File: src/rtl/mem_arbiter.sv
// Unified program/data memory arbiter for fetch and load/store.
// Grants one requester per cycle, returns data one cycle later.
module mem_arbiter #(
  parameter int ADDR_W   = 32,
  parameter int REG_BIT  = 14,
  parameter int PROG_BIT = 13,
  parameter int MAX_WAIT = 4
) (
  input  logic              clk,
  input  logic              reset,
  input  logic              if_req,
  input  logic [ADDR_W-1:0] if_addr,
  input  logic              if_flush,
  output logic              if_gnt,
  output logic              if_rvalid,
  output logic [31:0]       if_rdata,
  output logic              if_err,
  input  logic              d_req,
  input  logic              d_we,
  input  logic [2:0]        d_funct3,
  input  logic [ADDR_W-1:0] d_addr,
  input  logic [31:0]       d_wdata,
  output logic              d_gnt,
  output logic              d_rvalid,
  output logic [31:0]       d_rdata,
  output logic              d_err,
  input  logic              prog_we_en,
  output logic              mem_req,
  output logic              mem_we,
  output logic [2:0]        mem_funct3,
  output logic [ADDR_W-1:0] mem_addr,
  output logic [31:0]       mem_wdata,
  input  logic [31:0]       mem_rdata,
  output logic              reg_write,
  output logic [14:0]       reg_addr,
  output logic [31:0]       reg_wdata,
  input  logic [31:0]       reg_rdata,
  output logic              prog_writing
);

  localparam int CW = $clog2(MAX_WAIT + 1);

  logic [CW-1:0] wait_q, wait_d;
  logic          vld_q, vld_d;
  logic          own_q, own_d;
  logic          src_q, src_d;
  logic          err_q, err_d;
  logic          st_q, st_d;
  logic [31:0]   rdat_q, rdat_d;

  logic fetch_force;
  logic d_reg, d_blk, if_reg;
  logic d_mem, i_mem;

  assign fetch_force = if_req && (wait_q == CW'(MAX_WAIT));
  assign d_reg  = d_addr[REG_BIT];
  assign if_reg = if_addr[REG_BIT];
  assign d_blk  = d_we && !d_addr[PROG_BIT] && !prog_we_en;

  // Grant decision: data first unless fetch has starved too long
  always_comb begin
    d_gnt  = !reset && d_req && !fetch_force;
    if_gnt = !reset && if_req && (!d_req || fetch_force);
    d_mem  = d_gnt && !d_reg && !d_blk;
    i_mem  = if_gnt && !if_reg;
  end

  // Memory and register-window port drive for the granted access
  always_comb begin
    mem_req      = d_mem || i_mem;
    mem_we       = d_mem && d_we;
    mem_funct3   = '0;
    mem_addr     = '0;
    if (d_mem) begin
      mem_funct3 = d_funct3;
      mem_addr   = d_addr;
    end else if (i_mem) begin
      mem_funct3 = 3'b010;
      mem_addr   = if_addr;
    end
    mem_wdata    = mem_we ? d_wdata : '0;
    prog_writing = mem_req && mem_we && !mem_addr[PROG_BIT];
    reg_write    = d_gnt && d_reg && d_we;
    reg_addr     = (d_gnt && d_reg) ? d_addr[14:0] : '0;
    reg_wdata    = reg_write ? d_wdata : '0;
  end

  // Starvation counter and response tag next state
  always_comb begin
    wait_d = '0;
    if (if_req && !if_gnt)
      wait_d = (wait_q == CW'(MAX_WAIT)) ? wait_q : wait_q + 1'b1;
    vld_d  = if_gnt || d_gnt;
    own_d  = d_gnt;
    src_d  = d_gnt ? d_reg : if_reg;
    err_d  = d_gnt ? (!d_reg && d_blk) : if_reg;
    st_d   = d_gnt && d_we;
    rdat_d = (d_gnt && d_reg && !d_we) ? reg_rdata : rdat_q;
  end

  // State registers; reset drops any pending response
  always_ff @(posedge clk) begin
    if (reset) begin
      wait_q <= '0;
      vld_q  <= 1'b0;
      own_q  <= 1'b0;
      src_q  <= 1'b0;
      err_q  <= 1'b0;
      st_q   <= 1'b0;
      rdat_q <= '0;
    end else begin
      wait_q <= wait_d;
      vld_q  <= vld_d;
      own_q  <= own_d;
      src_q  <= src_d;
      err_q  <= err_d;
      st_q   <= st_d;
      rdat_q <= rdat_d;
    end
  end

  // Response steering to the tagged owner
  always_comb begin
    if_rvalid = !reset && vld_q && !own_q && !if_flush;
    if_err    = if_rvalid && err_q;
    if_rdata  = (if_rvalid && !err_q) ? mem_rdata : '0;
    d_rvalid  = !reset && vld_q && own_q;
    d_err     = d_rvalid && err_q;
    d_rdata   = '0;
    if (d_rvalid && !st_q)
      d_rdata = src_q ? rdat_q : mem_rdata;
  end

endmodule

File: config.mk
export PLATFORM = sky130hd
export DESIGN_NAME = mem_arbiter
export DESIGN_NICKNAME = d
export VERILOG_FILES = /design/src/rtl/mem_arbiter.sv
export SDC_FILE = /design/constraint.sdc
export NUM_CORES = 1
export LEC_CHECK = 0
export CAP_MARGIN = 20
export CORE_AREA = 2 2 141 143
export CTS_BUF_LIST = sky130_fd_sc_hd__clkbuf_16
export DETAILED_ROUTE_END_ITERATION = 10
export DIE_AREA = 0 0 143 145
export PLACE_DENSITY = 0.61
export SETUP_SLACK_MARGIN = 0.02
export SYNTH_ARGS = -nofsm -noshare
export SYNTH_HDL_FRONTEND = slang
export SYNTH_SLANG_ARGS = --single-unit
export TNS_END_PERCENT = 5
File: constraint.sdc
create_clock -name clk -period 3.4 [get_ports clk]
set_input_delay 0.85 -clock clk [delete_from_list [all_inputs] [get_ports clk]]
set_output_delay 0.85 -clock clk [all_outputs]
set_load 0.05 [all_outputs]
==> reports/metrics.yaml <==
clocking:
  h-tree-depth: 2
  clock_latency_ps: 280
  cts_tree: "built"
  tritoncts.num_buffers: 5
  ctsLongestPathBuffers: 2
  holdBufCountCts: 0
  clkTransAtPathRegs_ps: 60
  clockRootBuffer: "clkbuf_16"
  cts.sinks: 40
placement:
  hpwl_mm: 14.9
  gp_congestion: 0.810
  placed_cell_area_um2: 8350
  io_buffer_count: 356
drt:
  drtIter0Drc: 100
  routed_wl_mm: 17.8
  ant_nets: 0
  vias: 4571
  vias_per_cell: 4.26
  drcViolationCount: 0
  dr.pass1.iters: 4
  wire_per_inst_um: 16.6
yosys:
  synth_top_area_frac: 0.247
  synthCells: 471
  syn_area_per_cell_um2: 6.87
  synth_warnings: 0
  synth.distinct_cells: 35
  netlist_top_cells_area: "dfxtp_1 25%, nor2_1 12%, and2_1 11%"
  ys_ff_latch: 40
  yosysTopAreaCell: "dfxtp_1"
  synth_seq_area_share: 0.247
  syn_nets: 643
  syn-cell-area_um2: 3240
critical_path:
  required_ps: 2550
  path_class: "input pin to output port"
  critPathLaunchType: "input pin"
  cp_slowest_cell: "clkdlybuf4s50_1"
  arrival_ps: 2510
  path_delay_family: "buffers and inverters"
  path_max_fanout: 34
  critPathMaxStageDelay_ps: 470
  crit_buf_inv: 3
  cp_common_cell: "buf_12"
  endpoint_kind: "output port"
  cp_cell_sequence: "clkdlybuf4s50_1 > or3b_4 > and3_1 > buf_12 > a22o_1 > buf_12"
finish:
  final_common_cell: "clkdlybuf4s50_1"
  diodes: 0
  nets: 980
  layout_common_cells: "167 x clkdlybuf4s50_1, 140 x buf_12, 100 x nor2_1"
  drive_above_1_share: 0.281
  area_growth_pct: 164
  design_area_um2: 8540
floorplan:
  io_pins: 358
  fp.dieW_um: 143
  die_area_um2: 20700
  num_rows: 51
  core_region_area_um2: 19200
  initial_core_util: 0.169
  chipHeight_um: 145
sta:
  maxSlewHeadroom: 0.614
  period_share: 0.988
  tightest_slew_ps: 579
  min_period_ps: 3360
  hold_ws_ps: 447
  drv_slew: 0
  finalHoldViolCount: 0
  rsz0062_at_grt: "true"
  fin_skew_ps: 4.93
  setup_viol: 0
  timing.fmax_mhz: 298
run:
  max_cap_viol_count: 0
power_and_ir_drop:
  pwr_density_cell_nw_per_um2: 207
  leakage_uw: 0.00342
  ir_drop_mv: 0.283
run_status:
  outcome: "completed"
worst_hold_path:
  holdCritPathClass: "register to register"
global_routing:
  grt_max_degree: 39
  grt_overflow: 0
  grt_pass1_wl_mm: 26.7
  track_usage: 0.166
  grt_pass1_vias: 4646
  antenna_found_initial: 1
where the power goes:
part           switching (uW)  total [uW]  internal, uW
Clock                     182         524           342
Sequential               12.8         494           481
Combinational             355         753           398
per-layer routing:
metal	global-route usage	vias to the layer above	part of all wire
li1	-	2263	-
met1	0.169	2100	0.34
met2	0.325	195	0.56
met3	0.0472	13	0.085
met4	0.0381	0	0.013
met5	0	-	0
repair_timing:
| item | in CTS | in global routing |
|---|---|---|
| setup buffers | 0 | 0 |
| gates resized for setup | 0 | 5 |
| endpoints found under the setup margin | 0 | 46 |
cell usage after synthesis, drive strengths merged:
master and n:
a211o 1, a211oi 1, a21o 1, a21oi 33
a22o 31, and2 55, and2b 2, and3 3
and3b 1, and4b 1, and4bb 1, buf 31
clkbuf 17, conb 1, dfxtp 40, ha 2
inv 5, mux2i 32, nand2 35, nand2b 3
nand3 36, nand3b 1, nand4bb 1, nor2 100
nor3b 1, nor4b 1, o2111a 1, o21ai 32
o41ai 1, or3b 1
cell families after synthesis:
logic type | after synthesis | share of synthesized area
compound gates | 101 | 0.199
fa+ha+maj | 2 | 0.00773
buf+inv | 53 | 0.0839
flops | 40 | 0.247
mux | 32 | 0.0990
other cells | 1 | 0.00116
simple gates | 242 | 0.361
registers in the layout, summed over array words and instances (netlist names):
register  flops
src_q         1
st_q          1
own_q         1
rdat_q       32
err_q         1
vld_q         1
wait_q        3
path summary, 6_finish.rpt:
path,depth (start not counted),startpoint,to,slack (ps)
worst max-delay path,6,d_we,mem_addr[6],40
worst min-delay path,1,wait_q[0],wait_q[0],450
worst max register to register,6,wait_q[0],err_q,1830
worst min register to register,1,wait_q[0],wait_q[0],450
layout make-up:
class | count | area (um^2)
fill | 1805 | 10700
sequential | 40 | 802
multi-input combinational | 378 | 2210
clock inverter | 3 | 38.8
inverter | 5 | 18.8
clock buffer | 5 | 125
tap | 265 | 332
timing repair buffer | 378 | 5010
metrics by stage:
step	TNS, ps	instances	setup WS (ps)	utilization	total power, uW
2_1_floorplan	-1400	471	-46.7	-	817
3_3_place_gp	0	1066	63.4	0.434	1260
3_5_place_dp	0	1066	41.2	0.434	1260
4_1_cts	0	1074	41.3	0.443	1800
5_1_grt	-191	1074	-13.5	0.445	1860
6_report	0	1074	39.2	0.445	1770
Note: power is estimated with default switching activity, not from simulation.
